--- src/rtl/uart_prog_pkg.sv ---
// Shared definitions for the program download framing on the UART link.
// The receive side uses the same header and terminator bytes.
package uart_prog_pkg;

  typedef enum logic [2:0] {
    IDLE,
    HDR55,
    GAP,
    HDRAA,
    DATA,
    TRM7F,
    TRMFF,
    FIN
  } prog_tx_state_e;

  // Handshake phase of a single byte handed to the uart transmitter.
  typedef enum logic [1:0] {
    SND_WR,
    SND_LAT,
    SND_WAIT
  } prog_snd_e;

  localparam logic [7:0] PROG_HDR0 = 8'h55;
  localparam logic [7:0] PROG_HDR1 = 8'hAA;
  localparam logic [7:0] PROG_TRM0 = 8'h7F;
  localparam logic [7:0] PROG_TRM1 = 8'hFF;

  function automatic logic [7:0] prog_frame_byte(input prog_tx_state_e s);
    logic [7:0] b;
    b = PROG_HDR0;
    case (s)
      HDRAA:   b = PROG_HDR1;
      TRM7F:   b = PROG_TRM0;
      TRMFF:   b = PROG_TRM1;
      default: b = PROG_HDR0;
    endcase
    return b;
  endfunction

endpackage

--- src/rtl/uart_prog_sender.sv ---
// Frames an upstream byte stream as 0x55, idle gap, 0xAA, payload, 0x7F, 0xFF
// and feeds it to an external uart transmitter through its byte interface.
module uart_prog_sender
  import uart_prog_pkg::*;
#(
  parameter int unsigned CLOCK_HZ   = 27_000_000,
  parameter int unsigned GAP_CYCLES = CLOCK_HZ / 1000,
  parameter int unsigned CNT_WIDTH  = 16
) (
  input  logic                 clk,
  input  logic                 rst_n,
  input  logic                 start,
  input  logic [7:0]           in_data,
  input  logic                 in_valid,
  input  logic                 in_last,
  output logic                 in_ready,
  output logic [7:0]           tx_data,
  output logic                 wr,
  input  logic                 tx_ready,
  output logic                 busy,
  output logic                 done,
  output logic [CNT_WIDTH-1:0] byte_cnt,
  output logic                 seq_err
);

  prog_tx_state_e       state_q, state_d;
  prog_snd_e            snd_q, snd_d;
  logic [19:0]          gap_q, gap_d;
  logic [7:0]           hold_q, hold_d;
  logic                 hold_full_q, hold_full_d;
  logic                 last_seen_q, last_seen_d;
  logic                 prev7f_q, prev7f_d;
  logic [CNT_WIDTH-1:0] byte_cnt_q, byte_cnt_d;
  logic                 seq_err_q, seq_err_d;
  logic [7:0]           tx_data_q;
  logic [7:0]           tx_byte;

  always_comb begin
    state_d     = state_q;
    snd_d       = snd_q;
    gap_d       = gap_q;
    hold_d      = hold_q;
    hold_full_d = hold_full_q;
    last_seen_d = last_seen_q;
    prev7f_d    = prev7f_q;
    byte_cnt_d  = byte_cnt_q;
    seq_err_d   = seq_err_q;
    wr          = 1'b0;
    tx_byte     = tx_data_q;
    in_ready    = (state_q == DATA) && !hold_full_q && !last_seen_q;

    case (state_q)
      IDLE: begin
        if (start) begin
          state_d     = HDR55;
          snd_d       = SND_WR;
          byte_cnt_d  = '0;
          seq_err_d   = 1'b0;
          hold_full_d = 1'b0;
          last_seen_d = 1'b0;
          prev7f_d    = 1'b0;
        end
      end
      HDR55, HDRAA, TRM7F, TRMFF: begin
        case (snd_q)
          SND_WR: begin
            if (tx_ready) begin
              wr      = 1'b1;
              tx_byte = prog_frame_byte(state_q);
              snd_d   = SND_LAT;
            end
          end
          SND_LAT: snd_d = SND_WAIT;
          default: begin
            if (tx_ready) begin
              snd_d = SND_WR;
              case (state_q)
                HDR55: begin
                  state_d = GAP;
                  gap_d   = '0;
                end
                HDRAA:   state_d = DATA;
                TRM7F:   state_d = TRMFF;
                default: state_d = FIN;
              endcase
            end
          end
        endcase
      end
      GAP: begin
        if (gap_q == 20'(GAP_CYCLES - 1)) state_d = HDRAA;
        else                               gap_d   = gap_q + 20'd1;
      end
      DATA: begin
        // Accept only fires with the hold empty and a send needs it full,
        // so the two updates below never touch the hold in the same clock.
        if (in_ready && in_valid) begin
          hold_d      = in_data;
          hold_full_d = 1'b1;
          last_seen_d = in_last;
        end
        case (snd_q)
          SND_WR: begin
            if (hold_full_q && tx_ready) begin
              wr          = 1'b1;
              tx_byte     = hold_q;
              hold_full_d = 1'b0;
              snd_d       = SND_LAT;
              prev7f_d    = (hold_q == PROG_TRM0);
              if (byte_cnt_q != '1) byte_cnt_d = byte_cnt_q + CNT_WIDTH'(1);
              if (prev7f_q && hold_q == PROG_TRM1) seq_err_d = 1'b1;
            end
          end
          SND_LAT: snd_d = SND_WAIT;
          default: begin
            if (tx_ready) begin
              snd_d = SND_WR;
              if (last_seen_q && !hold_full_q) state_d = TRM7F;
            end
          end
        endcase
      end
      FIN:     state_d = IDLE;
      default: state_d = IDLE;
    endcase
  end

  always_ff @(posedge clk or negedge rst_n) begin
    if (!rst_n) begin
      state_q     <= IDLE;
      snd_q       <= SND_WR;
      gap_q       <= '0;
      hold_q      <= '0;
      hold_full_q <= 1'b0;
      last_seen_q <= 1'b0;
      prev7f_q    <= 1'b0;
      byte_cnt_q  <= '0;
      seq_err_q   <= 1'b0;
      tx_data_q   <= '0;
    end else begin
      state_q     <= state_d;
      snd_q       <= snd_d;
      gap_q       <= gap_d;
      hold_q      <= hold_d;
      hold_full_q <= hold_full_d;
      last_seen_q <= last_seen_d;
      prev7f_q    <= prev7f_d;
      byte_cnt_q  <= byte_cnt_d;
      seq_err_q   <= seq_err_d;
      tx_data_q   <= tx_byte;
    end
  end

  assign tx_data  = tx_byte;
  assign busy     = (state_q != IDLE) && (state_q != FIN);
  assign done     = (state_q == FIN);
  assign byte_cnt = byte_cnt_q;
  assign seq_err  = seq_err_q;

endmodule
--- config.mk ---
export PLATFORM = sky130hd
export DESIGN_NAME = uart_prog_sender
export DESIGN_NICKNAME = d
export VERILOG_FILES = /design/src/rtl/uart_prog_pkg.sv /design/src/rtl/uart_prog_sender.sv
export SDC_FILE = /design/constraint.sdc
export NUM_CORES = 1
export LEC_CHECK = 0
export CAP_MARGIN = 0
export CORE_MARGIN = 2
export CORE_UTILIZATION = 30
export DETAILED_ROUTE_END_ITERATION = 10
export GPL_ROUTABILITY_DRIVEN = 0
export PLACE_DENSITY_LB_ADDON = 0.1
export RECOVER_POWER = 50
export SLEW_MARGIN = 0
export SYNTH_ARGS = -nofsm -noshare
export SYNTH_HDL_FRONTEND = slang
export SYNTH_SLANG_ARGS = --single-unit
--- constraint.sdc ---
create_clock -name clk -period 2.5 [get_ports clk]
set_input_delay 0.25 -clock clk [delete_from_list [all_inputs] [get_ports clk]]
set_output_delay 0.25 -clock clk [all_outputs]
set_load 0.03 [all_outputs]
Word level (Yosys, flattened, before mapping)

Index checks and enable logic that the tools add are counted.
W data, S select, Z words.

Flip-flop bits (word level): 61
Input port bits: 14
Output and inout bits: 29
Logic and storage cells: 118

Add/subtract/negate cells: 2
Equality and inequality tests: 29
Multiplexer cells: 51
Reduce and logical (&&, ||, !) cells: 26

Operators by type and width:

| cell                    | number |
|---|---|
| $mux W20                | 4 |
| $mux W16                | 4 |
| $pmux W20 S2            | 1 |
| $mux W8                 | 4 |
| $pmux W16 S2            | 1 |
| $pmux W8 S3             | 1 |
| $mux W3                 | 7 |
| $add A20 B1 Y20 const B | 1 |
| $eq A20 B15 Y1 const B  | 1 |
| $add A16 B1 Y16 const B | 1 |
| $ne A16 B16 Y1 const B  | 1 |
| $ne A2 B2 Y1 const B    | 8 |
| $pmux W8 S2             | 1 |
| $pmux W3 S5             | 1 |
| $reduce_and A5 Y1       | 3 |
| $mux W1                 | 14 |
| $eq A3 B3 Y1 const B    | 4 |
| $ne A2 B1 Y1 const B    | 6 |
| $pmux W1 S2             | 5 |
| $ne A3 B3 Y1 const B    | 3 |
| $pmux W3 S3             | 1 |
| $eq A8 B7 Y1 const B    | 1 |
| $eq A8 B8 Y1 const B    | 1 |
| $mux W2                 | 4 |
| other kinds (17)        | 30 |

Logic depth before layout (Yosys ltp)

Word-level depth: 8
Mapped depth: 9
Depth with buffers taken out: 7

Worst setup path after synthesis

No wires, ideal clock.

Kind: register to output
Start: register state_q[0]
End: output port tx_data[0]
Data arrival time: 2.357 ns
Required time: 2.250 ns
Path slack: -0.107 ns
Cell stages (with the launch flop): 9
Buffers on the path: 1
Cells stage by stage: dfrtp_1 inv_1 ha_1 clkbuf_1 and2_1 nor3b_1 or3_1 nor2_1 o21ai_0

Word-level cells in the longest chain between the ends: 5
Elaborated cells between the ends (all ways): 10
Those cells by class: eq/ne: 5; mux: 4; reduce/logical: 1

RTL lines:

| element                                             | RTL line                                    | text |
|---|---|---|
| start: declaration                                  | uart_prog_sender.sv:26                      | `prog_tx_state_e state_q, state_d;` |
| start signal: assignment                            | uart_prog_sender.sv:141                     | `state_q <= state_d;` |
| $eq A3 B3 Y1 / $eq A3 B2 Y1 (equally long branches) | uart_prog_pkg.sv:31, uart_prog_sender.sv:52 |  |
| $pmux W8 S3                                         | uart_prog_pkg.sv:31                         | `case (s)` |
| $mux W8                                             | uart_prog_sender.sv:67                      | `if (tx_ready) begin` |
| $mux W8                                             | uart_prog_sender.sv:65                      | `case (snd_q)` |
| $pmux W8 S2 (*)                                     | uart_prog_sender.sv:52                      | `case (state_q)` |
| end: declaration                                    | uart_prog_sender.sv:17                      | `output logic [7:0] tx_data,` |

Mark *: on every way between the ends. The rest lies on a longest branch, timed or not.

Final worst setup path

Start: register state_q[0]
End: output port tx_data[1]

The elaborated chain is that of the path after synthesis.

==> results_dict.tcl <==
set metrics [dict create \
    final-setup-viol-count 0 \
    synth.area.top_cells "sky130_fd_sc_hd__dfrtp_1, sky130_fd_sc_hd__nand2_1, sky130_fd_sc_hd__o21ai_0" \
    numCtsBuffers 9 \
    crit_path_max_fanout 5 \
    antenna_cells_inserted 0 \
    yosys.area.top_type "sky130_fd_sc_hd__dfrtp_1" \
    wl_per_cell_microns 15.9 \
    synth_nets 383 \
    place.detailed.hpwl_microns 6830 \
    yosysUniqueCellTypes 59 \
    drc_errors 0 \
    rows 39 \
    setup-tns-final_ns 0 \
    cts-htree-levels 3 \
    fp.dieArea_sq_um 12300 \
    crit_path_end "tx_data[1]" \
    run_status "finished, violations left" \
    setup_repair_after_global_routing_missed_its_margin "yes" \
    postSynthCellCount 362 \
    routed_via_count_divided_by_cell_count 5.35 \
    path_buf_inv 2 \
    period_minus_slack_ns 2.45 \
    preCtsSetupSlack_ns -0.140 \
    io-pin-count 43 \
    dp_cells 568 \
    synth_enable_flop_cells 0 \
    cp_num_cells 7 \
    cellLeakagePower_nw 1.98 \
    post_synth.cell_area_avg_sq_um 9.47 \
    violated_checks "max-capacitance violations, max-slew violations" \
    clock_tree.root_cell "sky130_fd_sc_hd__clkbuf_16" \
    grt_antenna_before_repair 0 \
    vdd.ir_drop.worst_v 0.000720 \
    core_util_final_pct 41.3 \
    worstSetupEndpointType "output port" \
    cpLargestDelayFamily "simple AND/OR/NAND/NOR gates" \
    drt_iter0_drc 212 \
    transition_time_at_the_pin_with_the_least_slew_margin_ns 1.62 \
    area_growth_syn_to_layout_pct 35.9 \
    drv.max_cap_violation_count 1 \
    core_sq_um 11300 \
    fin_crit_share_pct 98.2 \
    cts.sinks 61 \
    hold_class "flop to flop" \
    achievable-frequency_ghz 0.408 \
    timing.rr.start "state_q[0]" \
    initial_utilization_pct 30.4 \
    critical_path.slowest_cell "sky130_fd_sc_hd__or3_4" \
    rr_endpoint "gap_q[12]" \
    ant_nets 0 \
    finish.net_count 459 \
    timing.reg2reg.setup_slack_ns 0.17 \
    cts.clk_slew.worst_paths_ns 0.05 \
    fraction_of_layout_instances_using_a_drive_strength_above_1_pct 21.9 \
    cts_tree "yes" \
    clock-skew-final_ns 0.00718 \
    synth_top_area_share_pct 44.5 \
    synth-async-reset-ratio_pct 100 \
    routed-via-count 3135 \
    detail_route.first_pass.iterations 4 \
    io_buffers 42 \
    setup.worst_path.class "flop to output port" \
    fin_area_sq_um 4660 \
    synth.ff_latch_count 61 \
    critical-path-max-stage-delay_ns 0.42 \
    timing.critical_path.from_type "flop" \
    first_global_vias 3026 \
    insertion_delay_ns 0.33 \
    power.density_nw_per_um2 1010 \
    worstSetupStartpoint "state_q[0]" \
    worst_r2r_path_depth 10 \
    grt_max_degree 37 \
    grt_pass1_wl_microns 16000 \
    relSlewSlack_pct -8.26 \
    drv_slew 26 \
    dpl_cell_area_sq_um 4230 \
    dominantRegCellSynth "sky130_fd_sc_hd__dfrtp_1" \
    finalNonFillerCells 586 \
    timing.final.hold_violations 0 \
    worstPathArrival_ns 2.20 \
    layout_setup_ws_ns 0.0461 \
    globalRouteTotalUtil_pct 15.9 \
    required_ns 2.25 \
    cts_max_path_buffers 2 \
    synth_area_sq_um 3430 \
    seq_total_area_yosys_pct 44.5 \
    vertical_die_dimension_microns 111 \
    routed_wl_microns 9310 \
    die_x_microns 111 \
    gr-total-overflow 0 \
    yosysWarnings 0 \
    critical_path.cell_chain "buf_4, ha_2, mux2i_1, nor3b_2, or3_4, a221o_1, buf_6" \
]
-- cells in the final DEF, fill, tap and decap left out, types with 8 or more instances in the layout --
master,synthesis,final
sky130_fd_sc_hd__mux2_2,11,11
sky130_fd_sc_hd__dlygate4sd3_1,0,9
sky130_fd_sc_hd__a21oi_1,11,11
sky130_fd_sc_hd__nand2_1,36,36
sky130_fd_sc_hd__nor2_1,34,33
sky130_fd_sc_hd__buf_4,2,39
sky130_fd_sc_hd__nand4_1,10,10
sky130_fd_sc_hd__inv_1,10,8
sky130_fd_sc_hd__clkdlybuf4s50_1,0,22
sky130_fd_sc_hd__xnor2_1,9,9
sky130_fd_sc_hd__o31ai_1,11,11
sky130_fd_sc_hd__dfrtp_1,61,61
sky130_fd_sc_hd__o21ai_0,26,23
sky130_fd_sc_hd__nand3_1,14,14
sky130_fd_sc_hd__clkbuf_16,0,9
sky130_fd_sc_hd__nor4_1,8,8
-- cell type report --
class / count / area (sq um)
Fill cell: 1093 / 6610
Multi-Input combinational cell: 277 / 1860
Sequential cell: 61 / 1530
Timing Repair Buffer: 79 / 706
Clock buffer: 9 / 225
Tap cell: 143 / 179
Clock inverter: 7 / 123
Inverter: 10 / 37.5
-- flip-flops by register name, indices dropped and copies added (netlist names) --
signal and flops:
prev7f_q 1, hold_full_q 1, state_q 3, gap_q 20, snd_q 2, tx_data_q 8, seq_err 1, last_seen_q 1
byte_cnt 16, hold_q 8
-- report_power, final --
part | internal (W) | switching (W) | leakage [nW]
Combinational | 0.000865 | 0.00106 | 0.994
Clock | 0.000978 | 0.000478 | 0.162
Sequential | 0.00118 | 0.000146 | 0.820
Total | 0.00302 | 0.00169 | 1.98
-- synth_stat cells (3+ instances only) --
cell type,n
sky130_fd_sc_hd__o22ai_1,4
sky130_fd_sc_hd__a221o_1,6
sky130_fd_sc_hd__and2_1,6
sky130_fd_sc_hd__ha_1,7
sky130_fd_sc_hd__nand3_1,14
sky130_fd_sc_hd__o21ai_0,26
sky130_fd_sc_hd__a31oi_1,3
sky130_fd_sc_hd__xnor2_1,9
sky130_fd_sc_hd__nand4_1,10
sky130_fd_sc_hd__or2_1,3
sky130_fd_sc_hd__and3_1,3
sky130_fd_sc_hd__a21oi_1,11
sky130_fd_sc_hd__nand2_1,36
sky130_fd_sc_hd__mux2_2,11
sky130_fd_sc_hd__nor3_1,9
sky130_fd_sc_hd__a211oi_1,4
sky130_fd_sc_hd__a21o_1,6
sky130_fd_sc_hd__nor4_1,8
sky130_fd_sc_hd__inv_1,10
sky130_fd_sc_hd__buf_2,5
sky130_fd_sc_hd__a2111oi_0,6
sky130_fd_sc_hd__nor2_1,34
sky130_fd_sc_hd__dfrtp_1,61
sky130_fd_sc_hd__o31ai_1,11
sky130_fd_sc_hd__clkbuf_1,7
sky130_fd_sc_hd__or3_1,5
-- worst register-to-register path, stage by stage, from the launching register on --
cell,delay (ns)
sky130_fd_sc_hd__dfrtp_1,0.38
sky130_fd_sc_hd__buf_4,0.14
sky130_fd_sc_hd__buf_4,0.13
sky130_fd_sc_hd__ha_1,0.23
sky130_fd_sc_hd__buf_4,0.18
sky130_fd_sc_hd__and3_1,0.20
sky130_fd_sc_hd__o21ai_2,0.21
sky130_fd_sc_hd__nand2b_1,0.18
sky130_fd_sc_hd__buf_4,0.18
sky130_fd_sc_hd__nor2_1,0.10
sky130_fd_sc_hd__a221o_1,0.31
-- layer usage --
layer	vias up	GRT usage [%]	share of wire, %
met5	-	0	0
met1	1526	23.5	50
met3	11	3.39	4.3
li1	1529	-	-
met2	69	23.4	45
met4	0	4.83	1.2
-- per-stage QoR --
stage               hold WS [ns]  power (W)
finish                     0.486    0.00471
detailed placement         0.329    0.00314
global placement           0.325    0.00314
global route               0.523    0.00499
floorplan                -0.0456    0.00236
CTS                        0.488    0.00462
-- repair_timing --
item / in CTS / in global routing
buffers inserted: 0 / 1
pin swaps: 0 / 5
setup endpoints to repair: 19 / 13
gates resized for setup: 24 / 30
hold buffers: 1 / 0
hold endpoints to repair: 25 / 0
-- logic make-up after synthesis --
logic type	after synthesis	synth area share, %
AO/OA/AOI/OAI	96	19.5
XOR/XNOR	9	2.30
adder cells (fa/ha/maj)	7	2.55
buffers and inverters	24	3.03
flip-flops	61	44.5
multiplexers	13	4.20
AND/OR/NAND/NOR	152	23.9
-- worst min path at each step --
| stage | from | slack [ns] | cells after the start | end |
|---|---|---|---|---|
| 6_report | prev7f_q | 0.49 | 2 | prev7f_q |
| 5_1_grt | in_data[0] | 0.52 | 2 | hold_q[0] |
| 2_1_floorplan | rst_n | -0.05 | 0 | byte_cnt[0] |
| 4_1_cts | prev7f_q | 0.49 | 2 | prev7f_q |
| 3_3_place_gp | rst_n | 0.33 | 1 | gap_q[17] |
| 3_5_place_dp | rst_n | 0.33 | 1 | gap_q[17] |
Note: power is estimated with default switching activity, not from simulation.
